[config.mk]
export PLATFORM = sky130hd
export DESIGN_NAME = spike_binner
export DESIGN_NICKNAME = d
export VERILOG_FILES = /design/src/rtl/spike_binner.sv
export SDC_FILE = /design/constraint.sdc
export NUM_CORES = 1
export LEC_CHECK = 0
export CELL_PAD_IN_SITES_DETAIL_PLACEMENT = 1
export CELL_PAD_IN_SITES_GLOBAL_PLACEMENT = 2
export CORE_MARGIN = 2
export CORE_UTILIZATION = 40
export CTS_CLUSTER_DIAMETER = 60
export CTS_CLUSTER_SIZE = 30
export DETAILED_ROUTE_END_ITERATION = 10
export DONT_BUFFER_PORTS = 1
export PLACE_DENSITY_LB_ADDON = 0.1
export SYNTH_ARGS = -nofsm -noshare
export SYNTH_HDL_FRONTEND = slang
export SYNTH_SLANG_ARGS = --single-unit
[constraint.sdc]
create_clock -name clk -period 5.5 [get_ports clk]
set_clock_uncertainty 0.15 [all_clocks]
set_input_delay 1.1 -clock clk [delete_from_list [all_inputs] [get_ports clk]]
set_output_delay 1.1 -clock clk [all_outputs]
set_load 0.1 [all_outputs]
[src/rtl/spike_binner.sv]
// spike_binner: counts active spike lines per sample and accumulates them over
// a programmable bin of enabled samples. At each bin end the total is presented
// on spike_cnt_out with a single-cycle cnt_valid strobe.
// Optional build macro SPIKE_BINNER_SAT_EN: saturating accumulation plus a
// sat_flag output; when undefined the accumulator wraps modulo 2^CNT_W.
module spike_binner #(
  parameter int NN    = 16,
  parameter int CNT_W = 32,
  parameter int WIN_W = 16
) (
  input  logic             clk,
  input  logic             reset,
  input  logic             enable,
  input  logic [NN-1:0]    spike_in,
  input  logic [WIN_W-1:0] bin_len,
  output logic [CNT_W-1:0] spike_cnt_out,
  output logic             cnt_valid,
  output logic             busy
`ifdef SPIKE_BINNER_SAT_EN
  ,
  output logic             sat_flag
`endif
);

  localparam int PC_W = $clog2(NN + 1);

  typedef enum logic {IDLE, RUN} state_t;

  // Number of set bits in one sample.
  function automatic logic [PC_W-1:0] popcount(input logic [NN-1:0] v);
    logic [PC_W-1:0] c;
    c = '0;
    for (int i = 0; i < NN; i++) begin
      c = c + PC_W'(v[i]);
    end
    return c;
  endfunction

`ifdef SPIKE_BINNER_SAT_EN
  // True when a + b does not fit in CNT_W bits.
  function automatic logic acc_ovf(input logic [CNT_W-1:0] a, input logic [PC_W-1:0] b);
    logic [CNT_W:0] full;
    full = {1'b0, a} + (CNT_W + 1)'(b);
    return full[CNT_W];
  endfunction
`endif

  // Accumulator add: saturating when the option is built in, wrapping otherwise.
  function automatic logic [CNT_W-1:0] acc_add(input logic [CNT_W-1:0] a, input logic [PC_W-1:0] b);
`ifdef SPIKE_BINNER_SAT_EN
    if (acc_ovf(a, b)) begin
      return '1;
    end
`endif
    return a + CNT_W'(b);
  endfunction

  state_t           state, state_nx;
  logic [PC_W-1:0]  pc_p1;
  logic             vld_p1;
  logic [CNT_W-1:0] acc;
  logic [WIN_W-1:0] win_cnt;
  logic [WIN_W-1:0] len_act;

  logic [WIN_W-1:0] len_eff;
  logic [WIN_W-1:0] cur_len;
  logic [WIN_W-1:0] cur_idx;
  logic [CNT_W-1:0] acc_base;
  logic [CNT_W-1:0] sum;
  logic             bin_last;
`ifdef SPIKE_BINNER_SAT_EN
  logic             sum_sat;
`endif

  // ---- stage 1: per-sample popcount, qualified by enable ----
  // Register the masked popcount and its valid.
  always_ff @(posedge clk or negedge reset) begin
    if (!reset) begin
      pc_p1  <= '0;
      vld_p1 <= 1'b0;
    end else begin
      pc_p1  <= popcount(spike_in & {NN{enable}});
      vld_p1 <= enable;
    end
  end

  // ---- stage 2: bin accumulation and FSM ----
  // In IDLE the incoming sample is treated as sample 0 of a fresh bin whose
  // length is taken from bin_len right now; in RUN the latched length is used.
  always_comb begin
    len_eff  = (bin_len == '0) ? WIN_W'(1) : bin_len;
    acc_base = (state == IDLE) ? '0 : acc;
    cur_len  = (state == IDLE) ? len_eff : len_act;
    cur_idx  = (state == IDLE) ? '0 : win_cnt;
    sum      = acc_add(acc_base, pc_p1);
`ifdef SPIKE_BINNER_SAT_EN
    sum_sat  = acc_ovf(acc_base, pc_p1);
`endif
    bin_last = vld_p1 && (cur_idx == (cur_len - WIN_W'(1)));
    state_nx = state;
    if (state == IDLE) begin
      if (vld_p1 && !bin_last) begin
        state_nx = RUN;
      end
    end else begin
      if (bin_last) begin
        state_nx = IDLE;
      end
    end
  end

  // State register.
  always_ff @(posedge clk or negedge reset) begin
    if (!reset) begin
      state <= IDLE;
    end else begin
      state <= state_nx;
    end
  end

  // Accumulator, sample index, latched bin length and result registers.
  always_ff @(posedge clk or negedge reset) begin
    if (!reset) begin
      acc           <= '0;
      win_cnt       <= '0;
      len_act       <= '0;
      spike_cnt_out <= '0;
      cnt_valid     <= 1'b0;
    end else begin
      cnt_valid <= 1'b0;
      if (vld_p1) begin
        if (state == IDLE) begin
          len_act <= len_eff;
        end
        if (bin_last) begin
          spike_cnt_out <= sum;
          cnt_valid     <= 1'b1;
          acc           <= '0;
          win_cnt       <= '0;
        end else begin
          acc     <= sum;
          win_cnt <= cur_idx + WIN_W'(1);
        end
      end
    end
  end

`ifdef SPIKE_BINNER_SAT_EN
  // Sticky saturation indicator: restarts with each bin, so at cnt_valid it
  // reflects exactly the bin being reported.
  always_ff @(posedge clk or negedge reset) begin
    if (!reset) begin
      sat_flag <= 1'b0;
    end else if (vld_p1) begin
      sat_flag <= ((state == IDLE) ? 1'b0 : sat_flag) | sum_sat;
    end
  end
`endif

  assign busy = (state == RUN);

endmodule

==> out/results.txt, run 1 <==
status: complete, no violations
n_diodes: 0
CP peak stage delay: 0.62 ns
DR pass1 iterations: 5
Longest Clk Path Bufs: 2
WL per Instance: 19.7 um
Die W: 133 um
CTS tree: done
Slew headroom: 0.369
post-cts resize count: 0
CORE AREA: 0.0165 mm^2
Slew Limit Fails: 0
minimum clock period: 4.82 ns
Starting DRT DRC Count: 214
buffers added on ports: 0
Post-Syn Nets: 776
fin cells: 925
unrepaired setup endpoints after global routing: false
leakage power: 3.17 nW
Overflow after GRT: 0
Power Density: 308 mW/mm^2
clk_lat worst skew: 0.35 ns
clock root buffer: clkbuf_16
H-tree lvl count: 3
cells after synthesis: 718
initial core utilization: 0.406
largest net degree at the start of global routing: 105
Placer Congestion: 0.787
synthesized area per cell: 9.31 um^2
detail-routed via count per cell: 5.75
final worst path period share: 0.877
Worst VDD drop: 172 uV
total chip power: 2.21 mW
area grow syn2layout: 7.36%
Synth Flop Type: dfrtp_1
total number of clock tree sinks: 104
TNS Setup: 0 ns
MaxCap Viol Count: 0
Tightest Pin Transition: 0.946 ns
row cnt: 47
Arr. time, crit path: 4.90 ns
crit path max fanout: 32
Hold Vio Cnt, Final: 0
CP startpoint kind: input port
clock transition time at the flip-flop clock pins of the worst setup and hold paths: 0.07 ns
worst hold path type: input port to asynchronous set/reset pin
YS warnings: 0
Post-CTS Setup Bufs: 0
first-pass GRT wire length: 30,700 um
number of global-route vias before repair: 5,825
CP max stage cell: or2_2
die area: 0.0178 mm^2
Fmax: 207 MHz
critical path endpoint category: flip-flop
Ports: 69
share of cells above drive strength 1: 0.112
Die H: 133 um
Final Util: 0.436
gr usage total: 0.217
synth unique cells: 68
vias: 5,316
initial antenna violation count: 0
Post-DP HPWL: 12,500 um
Crit Path Class: input port to flip-flop
Final Hold Slack: 0.287 ns
Hold Buf Count CTS: 0
Final #Nets: 759
drt drc: 0
final setup violation count: 0
Post-synth ARST share: 1.00
Total Routed Length: 18,300 um
flops & latches, synth: 104
sequential cell area fraction in the yosys report: 0.390
EDFF count, synth: 0
CTS buffer count: 9
fill cell count: 1,893
CP cell instances: nor4_1 > a41oi_1 > nor2_1 > inv_1 > ha_1 > o21ai_1 > nor3_1 > or3b_2 > a2111oi_4 > nand4b_4 > or2_2 > buf_4 > nor3b_1
synthesized area: 0.00668 mm^2
CP required: 5.58 ns
antenna violation net count after detailed routing: 0
cell count after placement: 910
==> cell usage in the layout (no fill, tap or decap), types with 3 or more instances in the layout <==
| master | synthesis | layout |
|---|---|---|
| o31ai_1 | 7 | 7 |
| mux2i_1 | 20 | 20 |
| nand4_1 | 12 | 12 |
| mux2_4 | 3 | 3 |
| clkbuf_16 | 0 | 9 |
| a21o_1 | 6 | 6 |
| nand3_1 | 40 | 40 |
| and3_1 | 10 | 10 |
| o2bb2ai_1 | 18 | 18 |
| o22ai_1 | 10 | 10 |
| or2_2 | 4 | 5 |
| nand2b_1 | 4 | 4 |
| buf_4 | 0 | 12 |
| fa_1 | 11 | 11 |
| nor2_1 | 35 | 35 |
| nor3b_1 | 5 | 5 |
| nand2_1 | 63 | 63 |
| xnor2_1 | 30 | 30 |
| xor2_1 | 10 | 10 |
| inv_1 | 44 | 44 |
| nor3_1 | 21 | 21 |
| a31oi_1 | 15 | 15 |
| mux2_2 | 35 | 35 |
| nor4_1 | 12 | 11 |
| and2_1 | 22 | 22 |
| nor2b_1 | 5 | 5 |
| or3_1 | 8 | 8 |
| and4_1 | 4 | 4 |
| dfrtp_1 | 104 | 103 |
| a21oi_1 | 20 | 20 |
| o21a_1 | 5 | 5 |
| ha_1 | 12 | 12 |
| o21ai_0 | 40 | 40 |
| or4_1 | 4 | 4 |
==> metal layers <==
metal  share of wire  GRT usage
met2            0.49      0.365
met3           0.032     0.0346
met4          0.0094     0.0644
met5               0          0
met1            0.47      0.290
==> Yosys cell counts, types with 3 or more instances <==
cell	n	area share
o21ai_0	40	0.030
o22ai_1	10	0.0094
dfrtp_1	104	0.39
nor3b_1	5	0.0056
nand4_1	12	0.011
or3_1	8	0.0075
o31ai_1	7	0.0079
a21oi_1	20	0.015
ha_1	12	0.022
fa_1	11	0.033
mux2_4	3	0.0067
buf_2	6	0.0045
nand2b_1	4	0.0037
xnor2_1	30	0.039
o2bb2ai_1	18	0.024
or4_1	4	0.0045
o21a_1	5	0.0056
a21o_1	6	0.0067
inv_1	44	0.025
and4_1	4	0.0052
nand2_1	63	0.035
and3_1	10	0.0094
a31oi_1	15	0.014
nor2_1	35	0.020
mux2_2	35	0.059
clkbuf_1	25	0.014
nor4_1	12	0.011
nand3_1	40	0.030
buf_1	7	0.0039
nor2b_1	5	0.0047
xor2_1	10	0.013
or2_2	4	0.0037
mux2i_1	20	0.030
nor3_1	21	0.016
and2_1	22	0.021
==> critical path, delay by kind of cell <==
kind / cells / cell delay, ns
and+or+nand+nor: 7 / 2.28
adders and majority gates: 1 / 0.26
AOI/OAI and AO/OA: 3 / 0.89
buffers and inverters: 2 / 0.37
==> power breakdown <==
group          internal, mW  switching [mW]
combinational         0.271           0.345
sequential            0.845          0.0902
clock                 0.363           0.294
==> layout make-up <==
cell class                 instances  area (um^2)  share of cell area
clock buffer                      12          246              0.0344
clock inverter                     3         42.5             0.00593
inverter                          45          169              0.0235
multi-input combinational        529         3740               0.522
sequential                       104         2610               0.363
tap                              220          275              0.0384
timing repair buffer              12         90.1              0.0126
==> sequential cells by signal (all words and copies together) (netlist names), named ones only <==
signal / count
acc: 32
spike_cnt_out: 32
len_act: 16
win_cnt: 16
pc_p1: 5
cnt_valid: 1
vld_p1: 1
==> cells by family (layout without fill, tap and decap cells) <==
| family | Yosys count | count (layout) | share of synthesized area |
|---|---|---|---|
| XOR/XNOR | 40 | 40 | 0.0524 |
| multiplexers | 58 | 58 | 0.0957 |
| AO/OA/AOI/OAI | 150 | 150 | 0.154 |
| adder cells (fa/ha/maj) | 23 | 23 | 0.0554 |
| AND/OR/NAND/NOR | 258 | 258 | 0.202 |
| flip-flops | 104 | 104 | 0.390 |
| buffers and inverters | 85 | 72 | 0.0511 |
==> path summary, 6_finish.rpt <==
path,to,slack [ns],cells after the start,start
setup / recovery,acc[14],0.68,13,bin_len[2]
hold / removal,len_act[11],0.29,0,reset
setup reg to reg,acc[14],1.11,13,flip-flop
hold reg to reg,acc[4],0.34,1,acc[4]
max in group asynchronous,spike_cnt_out[6],4.70,0,reset
min in group clk,acc[4],0.34,1,acc[4]
==> per-stage QoR <==
| step | cell area, um^2 | setup WS, ns |
|---|---|---|
| floorplan | 6680 | 0.268 |
| global placement | 6880 | 0.480 |
| detailed placement | 6880 | 0.334 |
| CTS | 7170 | 0.694 |
| global route | 7170 | 0.354 |
| finish | 7170 | 0.677 |
(Power assumes the default switching activity.)
==> run 2, diff against run 1 <==
--- a/config.mk
+++ b/config.mk
@@ -5,10 +5,11 @@
 export SDC_FILE = /design/constraint.sdc
 export NUM_CORES = 1
 export LEC_CHECK = 0
+export ABC_AREA = 1
 export CELL_PAD_IN_SITES_DETAIL_PLACEMENT = 1
 export CELL_PAD_IN_SITES_GLOBAL_PLACEMENT = 2
 export CORE_MARGIN = 2
-export CORE_UTILIZATION = 40
+export CORE_UTILIZATION = 37
 export CTS_CLUSTER_DIAMETER = 60
 export CTS_CLUSTER_SIZE = 30
 export DETAILED_ROUTE_END_ITERATION = 10
==> out/results.txt, run 2 <==
Final Hold Slack: 0.272 ns (-0.0156 ns)
DR pass1 iterations: 5 (unchanged)
CORE AREA: 0.0188 mm^2 (+14%)
worst setup margin: 1.41 ns (+0.738 ns)
Slew Limit Fails: 0 (unchanged)
initial core utilization: 0.380 (-0.0256)
YS warnings: 0 (unchanged)
Crit Path Class: flip-flop to flip-flop
clk_lat worst skew: 0.37 ns (+0.02 ns)
die area: 0.0205 mm^2 (+15%)
Post-DP HPWL: 15,300 um (+22%)
gr usage total: 0.211 (-0.00598)
synthesized area: 0.00716 mm^2 (+7.1%)
crit path max fanout: 27 (-16%)
total number of clock tree sinks: 104 (unchanged)
synthesized area per cell: 7.01 um^2 (-25%)
leading cell type in the layout, fill and taps excluded: nand2_1
Final Util: 0.403 (-0.0326)
Overflow after GRT: 0 (unchanged)
antenna violation net count after detailed routing: 0 (unchanged)
vias: 6,268 (+18%)
Placer Congestion: 0.865 (+9.9%)
fill cell count: 2,408 (+27%)
Hold Buf Count CTS: 0 (unchanged)
Fmax: 245 MHz (+18%)
Ports: 69 (unchanged)
n_diodes: 0 (unchanged)
CTS buffer count: 9 (unchanged)
number of global-route vias before repair: 6,390 (+9.7%)
Synth area leader: dfrtp_1
status: complete, no violations
Tightest Pin Transition: 0.958 ns (+0.0118 ns)
clock transition time at the flip-flop clock pins of the worst setup and hold paths: 0.08 ns (about the same)
CP required: 5.66 ns (+0.08 ns)
synth unique cells: 36 (-47%)
CP startpoint kind: flip-flop
minimum clock period: 4.09 ns (-0.738 ns)
Die W: 143 um (+7.4%)
unrepaired setup endpoints after global routing: false
Worst VDD drop: 143 uV (-17%)
cells after synthesis: 1,021 (+42%)
Total Routed Length: 20,600 um (+13%)
row cnt: 50 (+6.4%)
Synth Flop Type: dfrtp_1
share of cells above drive strength 1: 0.0737 (-0.0384)
critical path endpoint category: flip-flop
sequential cell area fraction in the yosys report: 0.364 (-0.0259)
Post-synth ARST share: 1.00 (unchanged)
CTS tree: done
first-pass GRT wire length: 33,800 um (+10%)
final setup violation count: 0 (unchanged)
Worst R2R Setup Slack: 1.41 ns (+0.30 ns)
post-cts resize count: 0 (unchanged)
Power Density: 271 mW/mm^2 (-12%)
top flop regs: acc: 32 flops, spike_cnt_out: 32 flops
Post-CTS Setup Bufs: 0 (unchanged)
WL per Instance: 16.3 um (-17%)
Slew headroom: 0.361 (-0.00786)
final worst path period share: 0.743 (-0.134)
drt drc: 0 (unchanged)
MaxCap Viol Count: 0 (unchanged)
commonest cells after routing, fill and taps aside: nand2_1, nand3_1, dfrtp_1
Die H: 143 um (+7.4%)
Starting DRT DRC Count: 339 (+58%)
EDFF count, synth: 0 (unchanged)
Arr. time, crit path: 4.24 ns (-0.66 ns)
most numerous cell in the Yosys netlist: nand2_1
TNS Setup: 0 ns (unchanged)
Longest Clk Path Bufs: 2 (unchanged)
top post-synthesis cells by area: dfrtp_1, nand2_1, nand3_1
Hold Vio Cnt, Final: 0 (unchanged)
Final #Nets: 1,057 (+39%)
flops & latches, synth: 104 (unchanged)
worst hold path type: input port to asynchronous set/reset pin
Post-synth top cells: nand2_1, nand3_1, dfrtp_1, inv_1, nor2_1
clock root buffer: clkbuf_16
H-tree lvl count: 3 (unchanged)
Synth top area share: 0.364 (-0.0259)
initial antenna violation count: 0 (unchanged)
detail-routed via count per cell: 4.96 (-14%)
area grow syn2layout: 6.01%
post-placement worst setup slack: 1.11 ns (+0.779 ns)
buffers added on ports: 0 (unchanged)
leakage power: 3.87 nW (+22%)
largest net degree at the start of global routing: 105 (unchanged)
Post-Syn Nets: 1,079 (+39%)
run 2: final cells by class:
cell class                 instances  area, um^2  share of cell area
clock buffer                       9         225              0.0297
clock inverter                     7        83.8              0.0110
inverter                         114         428              0.0564
multi-input combinational        762        3860               0.508
sequential                       104        2610               0.344
tap                              260         325              0.0429
timing repair buffer               8        60.1             0.00791
run 2: cells by family (layout without fill, tap and decap cells):
kind of cell,Yosys count,count (layout),synth area share
AND/OR/NAND/NOR,645,645,0.391
AO/OA/AOI/OAI,44,44,0.0348
XOR/XNOR,50,50,0.0612
flip-flops,104,104,0.364
adder cells (fa/ha/maj),23,23,0.0517
buffers and inverters,155,138,0.0977
run 2: worst max-delay path: stages, from the launching register on:
cell and delay (ns):
dfrtp_4 0.83, inv_2 0.26, or2_1 0.28, nand2_2 0.30
ha_1 0.23, nand3_1 0.13, nor2_2 0.32, nand3_1 0.22
nand3_1 0.16, nand2_1 0.06, inv_1 0.06, nand2_1 0.05
nor2_1 0.10, nand2_1 0.07, nor2_2 0.21, buf_4 0.29
nand3_1 0.14, nand2_1 0.11
run 2: where the power goes:
| group | internal (mW) | switching, mW | total [mW] |
|---|---|---|---|
| Clock | 0.328 | 0.361 | 0.690 |
| Combinational | 0.179 | 0.316 | 0.496 |
| Sequential | 0.823 | 0.0462 | 0.869 |
run 2: worst paths after layout:
check | start | depth (start not counted) | to
hold reg to reg | acc[3] | 2 | acc[3]
setup / recovery | flip-flop | 17 | spike_cnt_out[5]
hold / removal | reset | 0 | len_act[6]
setup reg to reg | flip-flop | 17 | spike_cnt_out[5]
max in group asynchronous | reset | 0 | vld_p1
min in group clk | acc[3] | 2 | acc[3]
run 2: routing by layer:
| layer | routed length (um) | share of wire | vias up | track usage |
|---|---|---|---|---|
| li1 | - | - | 3149 | - |
| met1 | 10800 | 0.52 | 3016 | 0.314 |
| met2 | 8930 | 0.43 | 89 | 0.327 |
| met3 | 697 | 0.034 | 14 | 0.0278 |
| met4 | 166 | 0.0081 | 0 | 0.0438 |
| met5 | 0 | 0 | - | 0 |
run 2: through the flow:
| stage | std cells | area [um^2] | power [mW] |
|---|---|---|---|
| final | 1264 | 7590 | 2.05 |
| after CTS | 1264 | 7590 | 2.09 |
| after global placement | 1248 | 7280 | 1.38 |
| after global routing | 1264 | 7590 | 2.19 |
| after floorplan | 1021 | 7160 | 1.27 |
| after detailed placement | 1248 | 7280 | 1.39 |
